[config.mk]
export PLATFORM = sky130hd
export DESIGN_NAME = if_fetch_flat
export DESIGN_NICKNAME = d
export VERILOG_FILES = /design/src/rtl/if_fetch_if.sv /design/src/rtl/if_fetch.sv /design/src/flat_wrapper.sv
export SDC_FILE = /design/constraint.sdc
export NUM_CORES = 1
export LEC_CHECK = 0
export ABC_CLOCK_PERIOD_IN_PS = 4200
export CORE_AREA = 2 2 143 103
export CTS_CLUSTER_DIAMETER = 40
export DETAILED_ROUTE_END_ITERATION = 10
export DIE_AREA = 0 0 145 105
export PLACE_DENSITY_LB_ADDON = 0.1
export SETUP_SLACK_MARGIN = 0.5
export SYNTH_ARGS = -nofsm -noshare
export SYNTH_HDL_FRONTEND = slang
export SYNTH_SLANG_ARGS = --single-unit
export TNS_END_PERCENT = 30
[constraint.sdc]
create_clock -name clk -period 4.2 [get_ports clk]
set_clock_uncertainty 0.05 [all_clocks]
set_input_delay 0.84 -clock clk [delete_from_list [all_inputs] [get_ports clk]]
set_output_delay 0.84 -clock clk [all_outputs]
set_load 0.05 [all_outputs]
[src/rtl/if_fetch_if.sv]
// rtl/if_fetch_if.sv - AXI4 read-only instruction-memory port (AR + R channels)
interface if_fetch_if;
  logic [31:0] araddr;
  logic        arvalid;
  logic        arready;
  logic [7:0]  arlen;
  logic [2:0]  arsize;
  logic [1:0]  arburst;
  logic [31:0] rdata;
  logic [1:0]  rresp;
  logic        rlast;
  logic        rvalid;
  logic        rready;

  modport master (
    output araddr, arvalid, arlen, arsize, arburst, rready,
    input  arready, rdata, rresp, rlast, rvalid
  );

  modport slave (
    input  araddr, arvalid, arlen, arsize, arburst, rready,
    output arready, rdata, rresp, rlast, rvalid
  );
endinterface

[src/rtl/if_fetch.sv]
// rtl/if_fetch.sv - instruction-fetch stage: one single-beat AXI read per PC, loads IF/ID
module if_fetch (
  input  logic              clk,
  input  logic              rst,
  input  logic [31:0]       pc_in,
  input  logic              redirect,
  input  logic              id_hold,
  input  logic              dm_stall,
  output logic              pc_stall,
  if_fetch_if.master        axi,
  output logic [31:0]       if_pc,
  output logic [31:0]       if_instr,
  output logic              if_valid,
  output logic              fetch_err,
  output logic [31:0]       fetch_cnt
);
  localparam logic [31:0] NOP = 32'h0000_0013;

  typedef enum logic [1:0] {IDLE, AR, R} state_e;

  state_e      state_q, state_d;
  logic [31:0] addr_q, addr_d;
  logic [31:0] if_pc_q, if_pc_d;
  logic [31:0] if_instr_q, if_instr_d;
  logic        if_valid_q, if_valid_d;
  logic        fetch_err_q, fetch_err_d;
  logic [31:0] fetch_cnt_q, fetch_cnt_d;
  logic        done;
  logic        unused_ok;

  // rlast is ignored: every burst is a single beat; PC low bits are forced to word alignment.
  assign unused_ok = ^{axi.rlast, pc_in[1:0]};

  assign done     = (state_q == R) && axi.rvalid && !dm_stall;
  assign pc_stall = !done;

  always_ff @(posedge clk or posedge rst) begin
    if (rst) begin
      state_q <= IDLE;
    end else begin
      state_q <= state_d;
    end
  end

  always_comb begin
    state_d = state_q;
    case (state_q)
      IDLE:    state_d = AR;
      AR:      if (axi.arvalid && axi.arready) state_d = R;
      R:       if (done) state_d = AR;
      default: state_d = IDLE;
    endcase
  end

  always_comb begin
    axi.arvalid = 1'b0;
    axi.araddr  = 32'h0;
    axi.rready  = 1'b0;
    axi.arlen   = 8'd0;
    axi.arsize  = 3'b010;
    axi.arburst = 2'b01;
    case (state_q)
      AR: begin
        axi.arvalid = 1'b1;
        axi.araddr  = {pc_in[31:2], 2'b00};
      end
      R:       axi.rready = !dm_stall;
      default: ;
    endcase
  end

  // IF/ID only moves on the completing beat; priority redirect > hold > error > load.
  always_comb begin
    addr_d      = addr_q;
    if_pc_d     = if_pc_q;
    if_instr_d  = if_instr_q;
    if_valid_d  = if_valid_q;
    fetch_err_d = fetch_err_q;
    fetch_cnt_d = fetch_cnt_q;
    if (axi.arvalid && axi.arready) begin
      addr_d = axi.araddr;
    end
    if (done) begin
      if (redirect) begin
        if_instr_d = NOP;
        if_valid_d = 1'b0;
        if_pc_d    = addr_q;
      end else if (id_hold) begin
        if_valid_d = if_valid_q;
      end else if (axi.rresp != 2'b00) begin
        if_instr_d  = NOP;
        if_valid_d  = 1'b0;
        fetch_err_d = 1'b1;
      end else begin
        if_instr_d  = axi.rdata;
        if_pc_d     = addr_q;
        if_valid_d  = 1'b1;
        fetch_cnt_d = fetch_cnt_q + 32'd1;
      end
    end
  end

  always_ff @(posedge clk or posedge rst) begin
    if (rst) begin
      addr_q      <= 32'h0;
      if_pc_q     <= 32'h0;
      if_instr_q  <= NOP;
      if_valid_q  <= 1'b0;
      fetch_err_q <= 1'b0;
      fetch_cnt_q <= 32'h0;
    end else begin
      addr_q      <= addr_d;
      if_pc_q     <= if_pc_d;
      if_instr_q  <= if_instr_d;
      if_valid_q  <= if_valid_d;
      fetch_err_q <= fetch_err_d;
      fetch_cnt_q <= fetch_cnt_d;
    end
  end

  assign if_pc     = if_pc_q;
  assign if_instr  = if_instr_q;
  assign if_valid  = if_valid_q;
  assign fetch_err = fetch_err_q;
  assign fetch_cnt = fetch_cnt_q;
endmodule

[src/flat_wrapper.sv]
// flat-port wrapper written by rule: the top's interface ports become plain ports
module if_fetch_flat 
  (clk, rst, pc_in, redirect, id_hold, dm_stall, pc_stall, if_pc, if_instr, if_valid, fetch_err, fetch_cnt, axi_araddr, axi_arvalid, axi_arlen, axi_arsize, axi_arburst, axi_rready, axi_arready, axi_rdata, axi_rresp, axi_rlast, axi_rvalid);
  if_fetch_if axi_i ();
  input  logic clk;
  input  logic rst;
  input  logic [31:0] pc_in;
  input  logic redirect;
  input  logic id_hold;
  input  logic dm_stall;
  output logic pc_stall;
  output logic [31:0] if_pc;
  output logic [31:0] if_instr;
  output logic if_valid;
  output logic fetch_err;
  output logic [31:0] fetch_cnt;
  output wire logic [$bits(axi_i.araddr)-1:0] axi_araddr;
  output wire logic [$bits(axi_i.arvalid)-1:0] axi_arvalid;
  output wire logic [$bits(axi_i.arlen)-1:0] axi_arlen;
  output wire logic [$bits(axi_i.arsize)-1:0] axi_arsize;
  output wire logic [$bits(axi_i.arburst)-1:0] axi_arburst;
  output wire logic [$bits(axi_i.rready)-1:0] axi_rready;
  input wire logic [$bits(axi_i.arready)-1:0] axi_arready;
  input wire logic [$bits(axi_i.rdata)-1:0] axi_rdata;
  input wire logic [$bits(axi_i.rresp)-1:0] axi_rresp;
  input wire logic [$bits(axi_i.rlast)-1:0] axi_rlast;
  input wire logic [$bits(axi_i.rvalid)-1:0] axi_rvalid;
  assign axi_araddr = axi_i.araddr;
  assign axi_arvalid = axi_i.arvalid;
  assign axi_arlen = axi_i.arlen;
  assign axi_arsize = axi_i.arsize;
  assign axi_arburst = axi_i.arburst;
  assign axi_rready = axi_i.rready;
  assign axi_i.arready = axi_arready;
  assign axi_i.rdata = axi_rdata;
  assign axi_i.rresp = axi_rresp;
  assign axi_i.rlast = axi_rlast;
  assign axi_i.rvalid = axi_rvalid;
  if_fetch u_core (.clk(clk), .rst(rst), .pc_in(pc_in), .redirect(redirect), .id_hold(id_hold), .dm_stall(dm_stall), .pc_stall(pc_stall), .axi(axi_i), .if_pc(if_pc), .if_instr(if_instr), .if_valid(if_valid), .fetch_err(fetch_err), .fetch_cnt(fetch_cnt));
endmodule
==> summary.txt <==
Global route
  – Initial antenna violation count: 0
  – Grt ovf: 0
  – Vias in the first global route: 3947
  – Largest net degree at the start of global routing: 66
  – Total track usage: 17.25%
  – Global-route wire length before repair: 20620 um

Clocking
  – Clock transition at path regs: 0.06 ns
  – Number of buffers created by CTS: 17
  – Clock sinks: 128
  – Clock Path Buffers: 2
  – CTS tree: done
  – Postcts setup bufs: 0
  – Clock Root Buffer: clkbuf_16
  – H-tree Lvls: 4
  – CTS Hold Bufs: 0
  – CTS resizes: 0
  – Clk_lat worst skew: 0.40 ns

Cells and area
  – Share of post-route cells with drive strength above 1: 18.10%
  – Antenna fix cells: 0
  – Area Growth Syn to Fin: 53.16%
  – Register area: 3207 um^2
  – Fillers: 1111
  – Final Cell Area: 8175 um^2
  – Nets: 693
  – Utilization after layout: 59.51%
  – Area of the multi-input gates: 1981 um^2

Routing
  – Avg WL per Cell: 15.56 um
  – DRT antenna net count: 0
  – DR vias: 3852
  – Drt first-iter violations: 122
  – Pre-antenna DRT Iters: 5
  – Final Routed Wirelength: 12760 um
  – DR DRC count: 0
  – DR vias/cell: 4.698

Place
  – Port Buffers: 199
  – Setup slack at placement: 0.5826 ns
  – Post-DP HPWL: 9025 um
  – DP Area: 7516 um^2
  – GP Congestion: 0.7364

Worst setup path
  – CP Class: input pin to output port
  – Crit-path cells: clkdlybuf4s50_1 -> and4bb_2 -> inv_1 -> clkdlybuf4s50_1
  – CP max FO: 7
  – CP Capture Type: output port
  – Arr. time, crit path: 2.72 ns
  – CP max stage delay: 0.87 ns
  – Startpoint Class: input pin
  – Cell repeated most along the worst path: clkdlybuf4s50_1
  – CP Data Required Time: 3.31 ns
  – Crit path max-delay cell type: clkdlybuf4s50_1

Min path
  – Min-delay worst type: register to register

Floorplan
  – Core ar.: 13740 um^2
  – Row count: 36
  – Die span in y: 105 um
  – Die width: 145 um
  – I/O Pins: 220
  – Die area: 15230 um^2
  – Initial core utilization: 38.85%

Synth
  – Number of synthesized flops with an enable pin: 0
  – Top FF cell, synth: dfrtp_1
  – Register bit count reported by yosys: 128
  – Cell taking the most area after synthesis: dfrtp_1
  – Mapped Cells: 412
  – Synth top area cells: dfrtp_1, mux2_2, xnor2_1
  – Most frequent cell after synthesis: dfrtp_1
  – Seq/Total Area, Yosys: 60.08%
  – Syn Area/Cell: 12.96 um^2
  – Netlist Area Pre-Place: 5338 um^2
  – Yosys warnings: 0
  – Synth top cells by count: dfrtp_1, mux2_2, and2_1
  – FFs w/ async S/R, synth: 100.0%
  – Post-synth top area share: 58.60%
  – Yosys cell types: 35

Power and ir drop
  – PwrDens: 719.3 nW/um^2
  – Maximum VDD drop: 0.5168 mV
  – Leakage: 3.525 nW

STA
  – F_max: 0.2770 GHz
  – Measured slew at the worst slew-check pin: 1.254 ns
  – Final TNS setup: 0 ns
  – RSZ-0062 raised after global routing: false
  – Crit path time final: 3.610 ns
  – Final setup margin: 0.5904 ns
  – Fin crit share: 85.94%
  – Final hold violations: 0
  – Final setup viols: 0
  – Hold_ws: 0.4215 ns
  – Slew margin rel.: 15.79%
  – Slew Viols, Final: 0

Run status
  – Status: completed

Job
  – Max cap viols: 0
[cells in the final DEF, fill, tap and decap left out, types with 3 or more instances in the layout]
| cell type | count |
|---|---|
| a22o_1 | 24 |
| and2_1 | 31 |
| and3_1 | 3 |
| buf_4 | 8 |
| bufinv_16 | 5 |
| clkbuf_16 | 17 |
| clkdlybuf4s50_1 | 199 |
| clkinv_4 | 3 |
| conb_1 | 17 |
| dfrtp_1 | 125 |
| dfstp_2 | 3 |
| inv_1 | 3 |
| mux2_2 | 60 |
| nand2_1 | 27 |
| nand3_1 | 19 |
| nand4_1 | 16 |
| nor2_1 | 4 |
| nor3_1 | 6 |
| o22a_1 | 3 |
| xnor2_1 | 28 |
[final timing paths]
| kind | start | endpoint | slack, ns | cells past startpoint |
|---|---|---|---|---|
| worst max-delay path | dm_stall | pc_stall | 0.59 | 4 |
| worst min-delay path | u_core.if_valid | u_core.if_valid | 0.42 | 2 |
| worst max register to register | u_core.fetch_cnt[8] | u_core.fetch_cnt[29] | 1.99 | 4 |
| worst min register to register | u_core.if_valid | u_core.if_valid | 0.42 | 2 |
| max in group asynchronous | rst | u_core.if_instr[0] | 2.41 | 3 |
| min in group asynchronous | rst | u_core.fetch_cnt[13] | 0.78 | 2 |
[critical path: cells and delay by family]
family	cells	cell delay (ns)
and+or+nand+nor	1	0.30
buffers and inverters	3	1.57
[power by group]
part | internal [mW] | leakage, nW | switching [mW]
Sequential | 1.61 | 1.66 | 0.183
Clock | 1.09 | 0.320 | 0.532
Combinational | 0.922 | 1.54 | 1.55
[sequential cells by signal (all words and copies together), names as in the netlist]
signal,flops
u_core.fetch_cnt,32
u_core.addr_q,30
u_core.if_instr,32
u_core.if_valid,1
u_core.fetch_err,1
u_core.state_q,2
u_core.if_pc,30
[metal layers]
metal	global-route usage (%)	routed length, um	vias up
met5	0	0	-
met4	7.214	152	0
met3	6.332	969	8
met2	26.94	5933	138
met1	21.71	5706	1886
li1	-	-	1820
[final cells by class]
cell class | count | area share (%)
Clock buffer | 19 | 5.540
Clock inverter | 12 | 2.525
Inverter | 4 | 0.2296
Multi-Input combinational cell | 259 | 24.23
Sequential cell | 128 | 39.23
Tap cell | 190 | 2.908
Timing Repair Buffer | 208 | 25.34
[logic make-up after synthesis]
| group | count (synthesis) | share of synthesized area (%) |
|---|---|---|
| other cells | 2 | 0.1407 |
| simple gates | 117 | 12.26 |
| buf+inv | 40 | 4.243 |
| fa+ha+maj | 1 | 0.2344 |
| mux | 60 | 12.66 |
| compound gates | 33 | 5.157 |
| flops | 128 | 60.08 |
| xor+xnor | 31 | 5.228 |
[metrics by stage]
stage	total power, mW	std cells
2_1_floorplan	3.451	427
3_5_place_dp	4.300	789
5_1_grt	6.145	820
3_3_place_gp	4.249	789
6_report	5.880	820
4_1_cts	5.960	820
No activity file was read; power rests on OpenSTA's default activity.
